`config.mk`:
```
export PLATFORM = sky130hd
export DESIGN_NAME = sdram_pattern_writer
export DESIGN_NICKNAME = d
export VERILOG_FILES = /design/src/rtl/sdram_pattern_writer.sv
export SDC_FILE = /design/constraint.sdc
export NUM_CORES = 1
export LEC_CHECK = 0
export CAP_MARGIN = 0
export CELL_PAD_IN_SITES_DETAIL_PLACEMENT = 1
export CELL_PAD_IN_SITES_GLOBAL_PLACEMENT = 1
export CORE_MARGIN = 2
export CORE_UTILIZATION = 40
export CTS_BUF_LIST = sky130_fd_sc_hd__clkbuf_8
export DETAILED_ROUTE_END_ITERATION = 8
export PLACE_DENSITY = 0.85
export SLEW_MARGIN = 20
export SYNTH_ARGS = -nofsm -noshare
export SYNTH_HDL_FRONTEND = slang
export SYNTH_SLANG_ARGS = --single-unit
```
`constraint.sdc`:
```
create_clock -name clk_clk -period 11.1 [get_ports clk_clk]
set_input_delay 2.22 -clock clk_clk [delete_from_list [all_inputs] [get_ports clk_clk]]
set_output_delay 2.22 -clock clk_clk [all_outputs]
set_load 0.02 [all_outputs]
```
`src/rtl/sdram_pattern_writer.sv`:
```
// sdram_pattern_writer: programs the SDRAM write master and streams a pattern.
// Define SDRAM_PATTERN_LFSR_EN to use a 16-bit Galois LFSR instead of a counter.
`timescale 1ns/1ps
module sdram_pattern_writer #(
  parameter int DATA_WIDTH     = 16,
  parameter int ADDR_WIDTH     = 32,
  parameter int FIXED_LOCATION = 0
) (
  input  logic                  clk_clk,
  input  logic                  reset_reset,
  input  logic                  start,
  input  logic [ADDR_WIDTH-1:0] base_addr,
  input  logic [ADDR_WIDTH-1:0] length_bytes,
  input  logic [15:0]           seed,
  output logic                  busy,
  output logic                  done,
  output logic [ADDR_WIDTH-1:0] words_pushed,
  output logic                  wr_ctrl_fixed_location,
  output logic [ADDR_WIDTH-1:0] wr_ctrl_write_base,
  output logic [ADDR_WIDTH-1:0] wr_ctrl_write_length,
  output logic                  wr_ctrl_go,
  input  logic                  wr_ctrl_done,
  output logic                  wr_user_write_buffer,
  output logic [DATA_WIDTH-1:0] wr_user_buffer_input_data,
  input  logic                  wr_user_buffer_full
);

  localparam int BPW   = DATA_WIDTH / 8;
  localparam int SHIFT = $clog2(BPW);

  typedef enum logic [2:0] {
    ST_IDLE,
    ST_GO,
    ST_STREAM,
    ST_DRAIN,
    ST_DONE
  } state_t;

  state_t                state_q, state_d;
  logic [ADDR_WIDTH-1:0] base_q, base_d;
  logic [ADDR_WIDTH-1:0] len_q, len_d;
  logic [ADDR_WIDTH-1:0] rem_q, rem_d;
  logic [ADDR_WIDTH-1:0] words_q, words_d;
  logic [15:0]           pat_q, pat_d;
  logic                  seen_q, seen_d;
  logic [ADDR_WIDTH-1:0] len_w;
  logic                  push;

  function automatic logic [15:0] pat_next(input logic [15:0] p);
`ifdef SDRAM_PATTERN_LFSR_EN
    pat_next = (p >> 1) ^ (p[0] ? 16'hB400 : 16'h0000);
`else
    pat_next = p + 16'd1;
`endif
  endfunction

  function automatic logic [15:0] pat_seed(input logic [15:0] s);
`ifdef SDRAM_PATTERN_LFSR_EN
    // an all-zero LFSR would lock up
    pat_seed = (s == 16'h0000) ? 16'hACE1 : s;
`else
    pat_seed = s;
`endif
  endfunction

  assign len_w = (length_bytes >> SHIFT) << SHIFT;
  assign push  = (state_q == ST_STREAM) &&
                 (rem_q != '0) &&
                 !wr_user_buffer_full;

  always_comb begin
    state_d = state_q;
    base_d  = base_q;
    len_d   = len_q;
    rem_d   = rem_q;
    words_d = words_q;
    pat_d   = pat_q;
    seen_d  = seen_q;
    unique case (state_q)
      ST_IDLE: begin
        if (start && wr_ctrl_done) begin
          base_d  = base_addr;
          len_d   = len_w;
          rem_d   = length_bytes >> SHIFT;
          pat_d   = pat_seed(seed);
          words_d = '0;
          state_d = (len_w == '0) ? ST_DONE : ST_GO;
        end
      end
      ST_GO: begin
        state_d = ST_STREAM;
      end
      ST_STREAM: begin
        if (!wr_ctrl_done) seen_d = 1'b1;
        if (push) begin
          pat_d   = pat_next(pat_q);
          rem_d   = rem_q - ADDR_WIDTH'(1);
          words_d = words_q + ADDR_WIDTH'(1);
        end
        if (rem_d == '0) state_d = ST_DRAIN;
      end
      ST_DRAIN: begin
        if (!wr_ctrl_done) seen_d = 1'b1;
        // the done flag right after go may be stale; wait for a busy phase
        if (seen_q && wr_ctrl_done) state_d = ST_DONE;
      end
      ST_DONE: begin
        seen_d  = 1'b0;
        state_d = ST_IDLE;
      end
      default: state_d = ST_IDLE;
    endcase
  end

  always_ff @(posedge clk_clk or posedge reset_reset) begin
    if (reset_reset) begin
      state_q <= ST_IDLE;
      base_q  <= '0;
      len_q   <= '0;
      rem_q   <= '0;
      words_q <= '0;
      pat_q   <= '0;
      seen_q  <= 1'b0;
    end else begin
      state_q <= state_d;
      base_q  <= base_d;
      len_q   <= len_d;
      rem_q   <= rem_d;
      words_q <= words_d;
      pat_q   <= pat_d;
      seen_q  <= seen_d;
    end
  end

  assign busy                      = (state_q != ST_IDLE);
  assign done                      = (state_q == ST_DONE);
  assign words_pushed              = words_q;
  assign wr_ctrl_fixed_location    = (FIXED_LOCATION != 0);
  assign wr_ctrl_write_base        = base_q;
  assign wr_ctrl_write_length      = len_q;
  assign wr_ctrl_go                = (state_q == ST_GO);
  assign wr_user_write_buffer      = push;
  assign wr_user_buffer_input_data = DATA_WIDTH'(pat_q);

endmodule

```
# Word level (Yosys, flattened, before mapping)
# Cells that the tools add are included.
[classes]
n_mux = 17
addsub = 3
reduce_logical = 18
eq_ne = 9
[ops]
columns = ["operator", "count"]
rows = [
  ["32-bit 2-to-1 mux", 5],
  ["32-bit case mux with 2 select lines", 2],
  ["32-bit zero test", 2],
  ["32-bit by 1-bit adder with 32-bit output, second input constant", 1],
  ["16-bit 2-to-1 mux", 2],
  ["16-bit case mux with 2 select lines", 1],
  ["32-bit nonzero test", 1],
  ["32-bit by 1-bit subtractor with 32-bit output, second input constant", 1],
  ["16-bit by 1-bit adder with 16-bit output, second input constant", 1],
  ["3-bit 2-to-1 mux", 4],
  ["3-bit case mux with 4 select lines", 1],
  ["2-bit != test, second input constant", 4],
  ["3-bit by 2-bit == test with 1-bit output, second input constant", 2],
  ["2-bit AND reduction", 3],
  ["3-bit AND reduction", 2],
  ["1-bit logical AND", 4],
  ["2-bit nonzero test", 2],
  ["3-bit by 1-bit == test with 1-bit output, second input constant", 1],
  ["3-bit == test, second input constant", 1],
  ["3-bit zero test", 1],
  ["3-bit nonzero test", 1],
  ["2-bit by 1-bit != test with 1-bit output, second input constant", 1],
  ["1-bit case mux with 2 select lines", 1],
  ["2-bit OR reduction", 1],
  ["other kinds (2)", 2],
]
[word_totals]
reg_bits = 147
in_bits = 85
word_cells = 54

# Depth between registers and ports, before layout
[logic_depth]
depth_word = 8
mapped_depth = 11
ltp_nobuf = 9

# Worst setup path before layout
# No wires, ideal clock.
[synth_timing]
kind = "input port to output port"
startpoint = "in wr_user_buffer_full"
endpoint = "out wr_user_write_buffer"
path_stages = 4
n_path_buf = 2
setup_slack_ps = 5371
t_required_ps = 8880
arrival_time_ps = 3509
cell_sequence = "or4b_1 -> buf_2 -> nor2_1 -> clkbuf_1"
[synth_via]
elab_chain_cells = 2
[synth_lines]
columns = ["element", "line_no", "text"]
rows = [
  ["start: declaration", "25", "input logic wr_user_buffer_full"],
  ["1-bit zero test", "69", "!wr_user_buffer_full;"],
  ["1-bit logical AND", "68", "(rem_q != '0) &&"],
  ["end: declaration", "23", "output logic wr_user_write_buffer,"],
]
# Every way passes these cells.

# Worst setup path after layout
# Ends and elaborated chain as after synthesis.

==> impl_metrics.tcl <==
set metrics [dict create \
    hpwl_um 18000 \
    setup_viol 0 \
    via_per_inst 5.71 \
    p_leak_nw 4.44 \
    nFillCells 2235 \
    overflow 0 \
    rows 50 \
    avgSynthCellArea_um2 8.34 \
    num_vias 7662 \
    outcome "completed" \
    synth_edf_count 0 \
    clkSinkCount 147 \
    fin_tns_setup_ns 0 \
    yosysTopAreaCellShare_pct 47.8 \
    rsz0062_at_grt "false" \
    cp_max_fo 15 \
    ff_latch_area_mm2 0.00368 \
    synth_ff_type "dfrtp_1" \
    tritoncts "built" \
    wire_per_inst_um 19.1 \
    n_antenna_cell 0 \
    grt_pass1_wl_um 41900 \
    arrival_ns 4.42 \
    ctsResizeCount 0 \
    synth_top_cell_by_area "dfrtp_1" \
    cts_setup_buffers 0 \
    initial_utilization_pct 41.0 \
    tightest_slew_ns 1.08 \
    endpoint_kind "output port" \
    clkLatencyLatePin_ns 0.46 \
    post-route-min-period_ns 6.64 \
    setup.worst_path.start_class "input pin" \
    cts_htree_levels 4 \
    ir_worst_vdd_mv 0.0840 \
    power.density_mw_per_mm2 130 \
    slew_viol_final 0 \
    cts_buffers 17 \
    clk_path_buf_depth 2 \
    hold_buffers 0 \
    gp_congestion 0.869 \
    required_ns 8.88 \
    fin_skew_ns 0.0129 \
    ios 202 \
    drt-total-wl_um 25600 \
    grt_pass1_vias 8085 \
    area_growth_pct 32.8 \
    nNetsFinal 1184 \
    ys_seq_elements 147 \
    yosys.cell_types.count 64 \
    seq_area_frac_synth_pct 47.8 \
    timing.final.hold_violations 0 \
    core_mm2 0.0188 \
    cap_violations 0 \
    syn_inst 922 \
    root_buffer "clkbuf_8" \
    fin_crit_sh_pct 59.8 \
    clk_pin_slew_worst_paths_ns 0.08 \
    holdWs_ns 0.480 \
    fmax_mhz 151 \
    grt_use_total_pct 25.7 \
    multi_input_area_mm2 0.00375 \
    drtIter0Drc 350 \
    ys_warn_count 0 \
    dr.pass1.iters 5 \
    fp.dieW_um 143 \
    die_area_mm2 0.0204 \
    async_reset_ff_share_pct 100 \
    synthesis.area_mm2 0.00769 \
    port-buffer-count 198 \
    path_class "in -> out" \
    antenna_found_initial 0 \
    drive_above_1_share_pct 5.32 \
    final_common_cell "nand2_1" \
    drc 0 \
    yosys-top-cells-area "dfrtp_1, nand2_1, a21oi_1, nor2_1, o21ai_0" \
    hp-class "reg -> reg" \
    grt_max_degree 98 \
    final_cell_mix "nand2_1, clkdlybuf4s50_1, dfrtp_1" \
    die_y_um 143 \
    ant_nets 0 \
    relSlewSlack_pct 28.2 \
]
==> state kept, by name (all words and copies together), names as in the netlist <==
signal	count
wr_ctrl_write_length	31
wr_user_buffer_input_data	16
words_pushed	32
wr_ctrl_write_base	32
state_q	3
seen_q	1
rem_q	32
==> report_power, final <==
group          internal [mW]  switching [mW]  leakage, nW
Sequential             0.574          0.0686         1.97
Combinational          0.116           0.135         2.27
Clock                  0.209           0.230        0.197
==> layout make-up <==
type	count	share of cell area, %
Multi-Input combinational cell	709	36.7
Sequential cell	147	36.0
Timing Repair Buffer	204	19.8
Tap cell	234	2.87
Clock buffer	18	2.42
Clock inverter	14	1.49
Inverter	16	0.637
==> cell families (layout without fill, tap and decap cells) <==
group,Yosys count,after routing,synth area share [%]
AO/OA/AOI/OAI,180,180,14.2
XOR/XNOR,21,21,2.39
adder cells (fa/ha/maj),4,4,0.651
buffers and inverters,67,252,3.64
flip-flops,147,147,47.8
multiplexers,3,3,0.407
other,1,2,0.0487
AND/OR/NAND/NOR,499,499,30.9
==> synth_stat cells, types with 11 or more instances <==
library cell	count
a21oi_1	69
nor3_1	28
xor2_1	11
or3_1	20
clkbuf_1	40
o21ai_0	49
inv_1	16
nand2_1	242
nand4_1	20
dfrtp_1	147
nor2_1	86
nand3_1	24
nor4_1	24
==> per-stage QoR <==
step	worst slack (ns)	total power, mW	instance area (µm²)	util (%)	cells
floorplan	4.93	0.780	7700	-	923
global placement	4.49	0.891	9820	52.3	1310
detailed placement	4.46	0.902	9820	52.3	1310
CTS	4.45	1.34	10200	54.4	1342
global route	4.35	1.40	10200	54.4	1342
finish	4.46	1.33	10200	54.4	1342
==> worst max-delay path: stages <==
cell	delay, ns
clkdlybuf4s50_1	0.47
or4b_1	0.69
nor2_1	0.18
buf_4	0.21
clkdlybuf4s50_1	0.64
==> final timing paths <==
check,start,endpoint,slack (ns),cells after the start
min in group asynchronous,reset_reset,wr_ctrl_write_base[12],2.28,2
worst min-delay path,wr_ctrl_write_length[6],wr_ctrl_write_length[6],0.48,2
worst max-delay path,wr_user_buffer_full,wr_user_write_buffer,4.46,5
worst min register to register,wr_ctrl_write_length[6],wr_ctrl_write_length[6],0.48,2
max in group asynchronous,reset_reset,rem_q[6],7.42,3
worst max register to register,rem_q[0],words_pushed[31],7.28,9
==> routing by layer <==
metal  vias up  track usage (%)  wire length [µm]
met3        34             8.08              1930
li1       3580                -                 -
met2       238             42.1             12300
met1      3810             33.0             11000
met5         -                0                 0
met4         0             7.35               364
(Power assumes the default switching activity.)
